--- config.mk ---
export PLATFORM = sky130hd
export DESIGN_NAME = fx2_stream_writer
export DESIGN_NICKNAME = d
export VERILOG_FILES = /design/src/rtl/fx2_stream_writer.sv
export SDC_FILE = /design/constraint.sdc
export NUM_CORES = 1
export LEC_CHECK = 0
export BUFFER_PORTS_ARGS = -buffer_cell sky130_fd_sc_hd__buf_2
export CORE_MARGIN = 5
export CORE_UTILIZATION = 55
export CTS_CLUSTER_DIAMETER = 30
export CTS_CLUSTER_SIZE = 25
export DETAILED_ROUTE_END_ITERATION = 16
export PLACE_DENSITY = 0.78
export SLEW_MARGIN = 20
export SYNTH_ARGS = -nofsm -noshare
export SYNTH_HDL_FRONTEND = slang
export SYNTH_SLANG_ARGS = --single-unit
export TNS_END_PERCENT = 30
--- constraint.sdc ---
create_clock -name clk -period 10 [get_ports clk]
set_clock_uncertainty 0.1 [all_clocks]
set_input_delay 0.5 -clock clk [delete_from_list [all_inputs] [get_ports clk]]
set_output_delay 0.5 -clock clk [all_outputs]
set_load 0.03 [all_outputs]
--- src/rtl/fx2_stream_writer.sv ---
// ---------------------------------------------------------------------------
// fx2_stream_writer
//
// Last stage of the I/Q DDC chain. 32-bit {Q[15:0], I[15:0]} FIR words are
// buffered in a small synchronous FIFO. Each word is written to the FX2LP
// slave FIFO as four bytes, least significant byte first:
// I[7:0], I[15:8], Q[7:0], Q[15:8]. The FX2 full flag stalls the byte
// stream. Words that arrive while the FIFO is full are dropped and counted.
//
// Optional build macro:
//   FX2_PKTEND_TIMEOUT_EN - when defined, PKTEND# is pulsed low for one
//   cycle after PKT_TIMEOUT idle cycles that follow at least one written
//   byte. This commits short packets so that slow streams reach the host.
//   When the macro is undefined, pktendn is tied high.
//
// Parameters:
//   DEPTH_LOG2   log2 of the FIFO depth in 32-bit words
//   PKT_TIMEOUT  idle clk cycles before PKTEND# is issued (must be >= 2)
//
// Ports (everything is on the rising edge of clk, the 48 MHz IFCLK):
//   clk           IFCLK
//   reset         synchronous, active-high
//   in_data       sample word {Q, I}
//   in_valid      one-cycle sample strobe
//   in_ready      FIFO not full; informational only, upstream never stalls
//   fd            FX2 FD data byte
//   slwrn         FX2 SLWR#, active-low write strobe
//   pktendn       FX2 PKTEND#, active-low
//   full_n        FX2 full flag, low = endpoint full
//   level         FIFO occupancy in words
//   overflow_cnt  number of dropped samples, saturating
//
// FSM states:
//   state   | meaning
//   IDLE    | no word in flight; load the head word when level != 0 and full_n
//   B0..B2  | byte k was last presented; byte k+1 is pending (slwrn=1 means stalled)
//   B3      | last byte of the word is on fd; return to IDLE after it is written
//   PEND    | PKTEND# low for one cycle (timeout build only)
// ---------------------------------------------------------------------------
module fx2_stream_writer #(
    parameter int DEPTH_LOG2  = 4,
    parameter int PKT_TIMEOUT = 48000
) (
    input  logic                  clk,
    input  logic                  reset,
    input  logic [31:0]           in_data,
    input  logic                  in_valid,
    output logic                  in_ready,
    output logic [7:0]            fd,
    output logic                  slwrn,
    output logic                  pktendn,
    input  logic                  full_n,
    output logic [DEPTH_LOG2:0]   level,
    output logic [15:0]           overflow_cnt
);

    localparam int DEPTH = 1 << DEPTH_LOG2;
    localparam logic [DEPTH_LOG2:0] LEVEL_FULL = (DEPTH_LOG2 + 1)'(DEPTH);

    localparam logic [2:0] ST_IDLE = 3'd0;
    localparam logic [2:0] ST_B0   = 3'd1;
    localparam logic [2:0] ST_B1   = 3'd2;
    localparam logic [2:0] ST_B2   = 3'd3;
    localparam logic [2:0] ST_B3   = 3'd4;
`ifdef FX2_PKTEND_TIMEOUT_EN
    localparam logic [2:0] ST_PEND = 3'd5;
`endif

    logic [31:0]            mem [DEPTH];
    logic [DEPTH_LOG2-1:0]  wr_ptr;
    logic [DEPTH_LOG2-1:0]  rd_ptr;
    logic [DEPTH_LOG2:0]    level_nxt;
    logic                   full;
    logic                   push;
    logic                   pop;
    logic                   drop;
    logic [31:0]            head_word;

    logic [2:0]             state;
    logic [2:0]             next_state;
    logic [7:0]             next_byte;
    // Upper three bytes of the word in flight; byte 0 goes straight to fd.
    logic [23:0]            hold_q;

    // ------------------------------------------------------------------
    // FIFO
    // ------------------------------------------------------------------
    assign full      = (level == LEVEL_FULL);
    assign push      = in_valid && !full;
    assign drop      = in_valid && full;
    assign pop       = (state == ST_IDLE) && (level != '0) && full_n;
    assign head_word = mem[rd_ptr];

    always_comb begin
        level_nxt = level;
        if (push && !pop) begin
            level_nxt = level + 1'b1;
        end else if (pop && !push) begin
            level_nxt = level - 1'b1;
        end
    end

    // Storage needs no reset: reset clears the pointers and level, which
    // discards whatever the array still holds.
    always_ff @(posedge clk) begin
        if (push) begin
            mem[wr_ptr] <= in_data;
        end
    end

    always_ff @(posedge clk) begin
        if (reset) begin
            wr_ptr       <= '0;
            rd_ptr       <= '0;
            level        <= '0;
            in_ready     <= 1'b0;
            overflow_cnt <= '0;
        end else begin
            if (push) begin
                wr_ptr <= wr_ptr + 1'b1;
            end
            if (pop) begin
                rd_ptr <= rd_ptr + 1'b1;
            end
            level    <= level_nxt;
            in_ready <= (level_nxt != LEVEL_FULL);
            if (drop && (overflow_cnt != 16'hFFFF)) begin
                overflow_cnt <= overflow_cnt + 16'd1;
            end
        end
    end

    // ------------------------------------------------------------------
    // Short-packet timeout
    // ------------------------------------------------------------------
`ifdef FX2_PKTEND_TIMEOUT_EN
    localparam int TMR_W = (PKT_TIMEOUT > 2) ? $clog2(PKT_TIMEOUT) : 1;
    // Reloaded on every written byte; the PKTEND decision is taken on the
    // idle edge that finds the counter at zero, which puts the pulse
    // PKT_TIMEOUT cycles after the last strobe.
    localparam logic [TMR_W-1:0] TMR_LOAD = TMR_W'(PKT_TIMEOUT - 2);

    logic [TMR_W-1:0] idle_tmr;
    logic             wrote_since_pkt;
    logic             idle_tick;
    logic             timeout_hit;

    assign idle_tick   = (state == ST_IDLE) && (level == '0) && wrote_since_pkt;
    assign timeout_hit = idle_tick && (idle_tmr == '0);

    always_ff @(posedge clk) begin
        if (reset) begin
            idle_tmr        <= TMR_LOAD;
            wrote_since_pkt <= 1'b0;
        end else if (!slwrn) begin
            idle_tmr        <= TMR_LOAD;
            wrote_since_pkt <= 1'b1;
        end else if (timeout_hit) begin
            idle_tmr        <= TMR_LOAD;
            wrote_since_pkt <= 1'b0;
        end else if (idle_tick) begin
            idle_tmr <= idle_tmr - 1'b1;
        end
    end

    // PEND lasts exactly one cycle, so PKTEND# is simply the registered hit.
    always_ff @(posedge clk) begin
        if (reset) begin
            pktendn <= 1'b1;
        end else begin
            pktendn <= !timeout_hit;
        end
    end
`else
    // The timeout length only matters when the feature is built in.
    logic unused_timeout;
    assign unused_timeout = (PKT_TIMEOUT != 0);
    assign pktendn        = 1'b1;
`endif

    // ------------------------------------------------------------------
    // Byte serialiser
    // ------------------------------------------------------------------
    always_comb begin
        next_byte  = hold_q[7:0];
        next_state = ST_B1;
        case (state)
            ST_B0: begin
                next_byte  = hold_q[7:0];
                next_state = ST_B1;
            end
            ST_B1: begin
                next_byte  = hold_q[15:8];
                next_state = ST_B2;
            end
            ST_B2: begin
                next_byte  = hold_q[23:16];
                next_state = ST_B3;
            end
            default: ;
        endcase
    end

    always_ff @(posedge clk) begin
        if (reset) begin
            state  <= ST_IDLE;
            slwrn  <= 1'b1;
            fd     <= '0;
            hold_q <= '0;
        end else begin
            case (state)
                ST_IDLE: begin
                    slwrn <= 1'b1;
                    if (pop) begin
                        hold_q <= head_word[31:8];
                        fd     <= head_word[7:0];
                        slwrn  <= 1'b0;
                        state  <= ST_B0;
                    end
`ifdef FX2_PKTEND_TIMEOUT_EN
                    else if (timeout_hit) begin
                        state <= ST_PEND;
                    end
`endif
                end
                // Whether the current byte was just written or is still
                // stalled, full_n high presents the pending byte; full_n low
                // parks with fd unchanged so a byte is never repeated.
                ST_B0, ST_B1, ST_B2: begin
                    if (full_n) begin
                        fd    <= next_byte;
                        slwrn <= 1'b0;
                        state <= next_state;
                    end else begin
                        slwrn <= 1'b1;
                    end
                end
                ST_B3: begin
                    slwrn <= 1'b1;
                    state <= ST_IDLE;
                end
`ifdef FX2_PKTEND_TIMEOUT_EN
                ST_PEND: begin
                    slwrn <= 1'b1;
                    state <= ST_IDLE;
                end
`endif
                default: begin
                    slwrn <= 1'b1;
                    state <= ST_IDLE;
                end
            endcase
        end
    end

endmodule

# ---- Word level (Yosys, flattened, before mapping)
# Memory sizes are Yosys's and may differ from the RTL's. A register that Yosys moved wholly into a read port is not among the register bits.
# Cells that the tools add are included.
dict set report totals {
  regBits 66
  ram_bits 512
  in_bits 36
  output_inout_bits 32
  word_cells 57
  mem_count 1
}
# memory depth word_bits read_ports rd_clocked_by_memory_dff wr line
set mem_list {}
lappend mem_list {mem 16 32 1 1 1 69} ;# logic [31:0] mem [DEPTH];
dict set report classes {
  add_sub_neg 5
  eq_ne 8
  mux 17
  reduce_logical 17
}
# cell count
set op_table {}
lappend op_table {{$pmux 8 s2} 2}
lappend op_table {{$add 16x1->16 const B} 1}
lappend op_table {{$mux 8} 2}
lappend op_table {{$ne 16x16->1 const B} 1}
lappend op_table {{$pmux 3 s2} 2}
lappend op_table {{$mux 5} 2}
lappend op_table {{$add 4x1->4 const B} 2}
lappend op_table {{$mux 4} 2}
lappend op_table {{$logic_and 1x1->1} 7}
lappend op_table {{$eq 3x2->1 const B} 2}
lappend op_table {{$mux 3} 2}
lappend op_table {{$add 5x1->5 const B} 1}
lappend op_table {{$eq 5x5->1 const B} 1}
lappend op_table {{$ne 5x5->1 const B} 1}
lappend op_table {{$reduce_bool 5->1} 1}
lappend op_table {{$sub 5x1->5 const B} 1}
lappend op_table {{$mux 1} 4}
lappend op_table {{$ne 2x2->1 const B} 2}
lappend op_table {{$reduce_and 2->1} 2}
lappend op_table {{$eq 3x1->1 const B} 1}
lappend op_table {{$logic_not 1->1} 3}
lappend op_table {{$logic_not 3->1} 1}
lappend op_table {{$reduce_and 3->1} 1}
lappend op_table {{$reduce_or 3->1} 1}
lappend op_table {{2 further kinds} 2}

# ---- Longest topological paths before layout
dict set report depth {
  ltp_word 8
  depth_mapped 8
  ltp_nobuf 7
}

# ---- Least setup slack after synthesis
# OpenSTA, ideal clock, no wires.
dict set report synth_path {
  kind {reg-to-reg}
  start {register level[0]}
  end {memory mem[3][0] (enable)}
  setup_time_ps 461
  arrival_ps 4144
  required_time_ps 9439
  path_slack_ps 5295
  stages_incl_launch_ff 7
  n_path_buf 0
  synth_period_minus_slack_ps 4705
  path_cell_list {dfxtp_1 inv_1 ha_1 nor3b_4 a21boi_1 nand2_1 nor3_1}
}
dict set report synth_between {
  elab_chain_len 5
}
# item line
set synth_rtl {}
lappend synth_rtl {{start, declared} 53} ;# output logic [DEPTH_LOG2:0] level,
lappend synth_rtl {{start signal, assigned} 125} ;# level <= level_nxt;
lappend synth_rtl {{$eq 5x5->1} 88} ;# assign full = (level == LEVEL_FULL);
lappend synth_rtl {{$logic_not 1->1} 89} ;# assign push = in_valid && !full;
lappend synth_rtl {{$logic_and 1x1->1} 89}
lappend synth_rtl {{$mux 1} 106} ;# if (push) begin
lappend synth_rtl {{$mux 1 (implied by the code)} 107} ;# mem[wr_ptr] <= in_data;
lappend synth_rtl {{end, declared} 69}
# No other way between the ends.

# ---- Worst setup path in the final report
dict set report layout_path {
  start {register level[0]}
  end {memory mem[3][1] (enable)}
}
# Same word-level chain as after synthesis.

==> flow_metrics.env <==
export IMPL_synth_compound_gate_area_share=0.0259
export IMPL_syn_area_um2=22500
export IMPL_track_usage=0.243
export IMPL_synthMuxAreaShare=0.165
export IMPL_drive_gt1_frac=0.333
export IMPL_antenna_found_initial=0
export IMPL_syn_num_nets=1173
export IMPL_area_growth_pct=22.4
export IMPL_ys_warn_count=0
export IMPL_cts_resized_gates=0
export IMPL_detail_route_antenna_nets=0
export IMPL_dieWidth_um=212
export IMPL_start_util=0.553
export IMPL_hold_path_class="input pin to register"
export IMPL_cellLeakagePower_nw=8.83
export IMPL_drv_cap=0
export IMPL_via_per_inst=6.34
export IMPL_final_common_cell="edfxtp_1"
export IMPL_tightest_slew_ns=1.15
export IMPL_io_buffers=66
export IMPL_n_fill_cell=2392
export IMPL_internal_power_w=0.00572
export IMPL_status="finished, final reports clean"
export IMPL_dp_hpwl_um=27800
export IMPL_max_freq_mhz=262
export IMPL_firstDrtPassIters=5
export IMPL_finalSetupViolations=0
export IMPL_cts_setup_buffers=0
export IMPL_fin_util=0.677
export IMPL_drc=0
export IMPL_initialDrtViolationCount=1565
export IMPL_grt_ovfl_total=0
export IMPL_wl_per_cell_um=28.4
export IMPL_cts_sinks=582
export IMPL_postCtsHoldBufs=0
export IMPL_wirelength_um=53300
export IMPL_grtUsageMet3=0.0484
export IMPL_synth_top_family_by_area="multiplexers"
export IMPL_hold_viol_final=0
export IMPL_synthXorXnorAreaFrac=0.00779
export IMPL_synth_adder_area_share=0.00534
export IMPL_syn_inst=1129
export IMPL_p_comb_frac=0.151
export IMPL_globalplace_congestion=0.787
export IMPL_power_frac_seq=0.376
export IMPL_mostFrequentLayoutCells="edfxtp_1, mux4_2, clkbuf_16"
export IMPL_synth_avg_cell_area_um2=19.9
export IMPL_worst_endpoint_arrival_ns=3.95
export IMPL_rsz0062_at_grt="no"
export IMPL_coreArea_um2=40600
export IMPL_grt_busiest_layer="met2"
export IMPL_die_area_um2=45000
export IMPL_synth_simple_area_share=0.0364
export IMPL_nets=1307
export IMPL_cp_max_fo=25
export IMPL_vias=11900
export IMPL_max_vdd_ir_drop_v=0.000144
export IMPL_grt_pass1_wl_um=80800
export IMPL_grt_util_met2=0.408
export IMPL_slew_headroom=0.235
export IMPL_end_kind="register"
export IMPL_insertion_delay_ns=0.62
export IMPL_pin_count=68
export IMPL_antenna_cells=0
export IMPL_synth_seq_area_share=0.746
export IMPL_post_route_period_util=0.381
export IMPL_power_density_nw_per_um2=276
export IMPL_rows=74
export IMPL_grt_max_degree=67
export IMPL_swShare=0.248
export IMPL_cp_start_kind="register"
export IMPL_power_switching_w=0.00188
export IMPL_clkTransAtPathRegs_ns=0.05
export IMPL_cts_tree="done"
export IMPL_synth_seq_cells=582
export IMPL_clockRootBuffer="clkbuf_16"
export IMPL_htreeDepth=3
export IMPL_clkPwrFrac=0.473
export IMPL_critical_path_class="register to register"
export IMPL_grt_pass1_vias=12600
export IMPL_numCtsBuffers=100
export IMPL_clockBufferDepth=3
export IMPL_met1_usage=0.319
export IMPL_ys_types=50
export IMPL_slew_violations=0
export IMPL_tns_ns=0
export IMPL_period_minus_slack_ns=3.81
export IMPL_die_y_um=212
export IMPL_required_ns=10.14
export IMPL_rrSetupSlack_ns=6.19
## cell usage after synthesis, drive strengths merged
cell     number  area [µm²]
o22a          8        70.1
dfxtp        70        1400
a22oi         9        67.6
a311o         1        10.0
xnor2        12         105
nand4         7        43.8
nand4b        1        8.76
o21ai        10        53.8
xor2          8        70.1
nor3         14        75.1
inv           9        33.8
a41oi         1        8.76
clkbuf       34         128
buf          28         135
nand2b        5        31.3
mux2          8        90.1
mux2i        19         190
maj3          2        20.0
nor4b         1        15.0
a21boi        3        22.5
a31oi         5        31.3
a32o          8        80.1
or2           1        6.26
ha            8         100
conb          1        3.75
nor2         53         199
o31ai         1        7.51
a211oi        3        22.5
and3          2        12.5
edfxtp      512       15400
or3           5        31.3
nor4          6        43.8
a2111oi       1        8.76
nand2        72         270
or3b          1        8.76
and4          1        8.76
mux4        152        3420
nand3         8        45.0
nor3b         1        18.8
a21o          1        7.51
a2111o        1        11.3
a21oi        36         180
## path summary, 6_finish.rpt
| path | depth (start not counted) | startpoint | end |
|---|---|---|---|
| worst max register to register | 7 | level[0] | mem[3][1] |
| worst min-delay path | 1 | in_data[1] | mem[11][1] |
| worst min register to register | 2 | hold_q[19] | hold_q[19] |
| worst max-delay path | 7 | level[0] | mem[3][1] |
## worst max-delay path, stage by stage, from the launching register on
cell and delay, ns:
dfxtp_1 0.45, inv_1 0.15, ha_1 0.25, nor3b_4 0.19, a21boi_2 0.56, nand2_1 0.44
nor3_2 0.66, buf_4 0.60
## flip-flops by register name (all words and copies together), names as in the netlist, named ones only
register      cells
level             5
rd_ptr            4
mem             512
slwrn             1
overflow_cnt     16
state             3
hold_q           24
fd                8
in_ready          1
wr_ptr            4
## per-layer routing
| metal | vias to the layer above | part of all wire |
|---|---|---|
| met4 | 0 | 0.030 |
| met2 | 704 | 0.52 |
| met5 | - | 0 |
| li1 | 4918 | - |
| met1 | 6180 | 0.37 |
| met3 | 104 | 0.083 |
## area by class of cell
cell class	count	area, µm²	area share
multi-input combinational	476	5550	0.202
sequential	582	16800	0.610
tap	532	666	0.0242
clock inverter	60	842	0.0306
timing repair buffer	94	883	0.0321
inverter	9	33.8	0.00123
clock buffer	124	2740	0.0996
## kinds of logic after synthesis
group | count (synthesis)
xor gates and xnor gates | 20
and+or+nand+nor | 178
AOI/OAI and AO/OA | 88
adders and majority gates | 10
other | 1
DFF | 582
muxes | 179
buffers and inverters | 71
## stage by stage
step	total power, W	hold slack [ns]	worst slack [ns]	cells	cell area, µm²
6_report	0.00760	0.167	6.19	1877	27500
3_3_place_gp	0.00398	0.346	6.05	1676	23400
2_1_floorplan	0.00371	0.336	5.30	1129	22500
3_5_place_dp	0.00401	0.350	5.91	1692	23900
5_1_grt	0.00786	0.162	6.01	1877	27500
4_1_cts	0.00763	0.139	5.87	1876	27500
## power by group through the flow
stage	combinational [W]	sequential (W)	clock, W
4_1_cts	0.00110	0.00290	0.00364
6_report	0.00115	0.00285	0.00360
5_1_grt	0.00123	0.00286	0.00376
3_3_place_gp	0.00105	0.00293	0
2_1_floorplan	0.000849	0.00286	0
3_5_place_dp	0.00107	0.00294	0
Power figures use the tool's default switching activity.
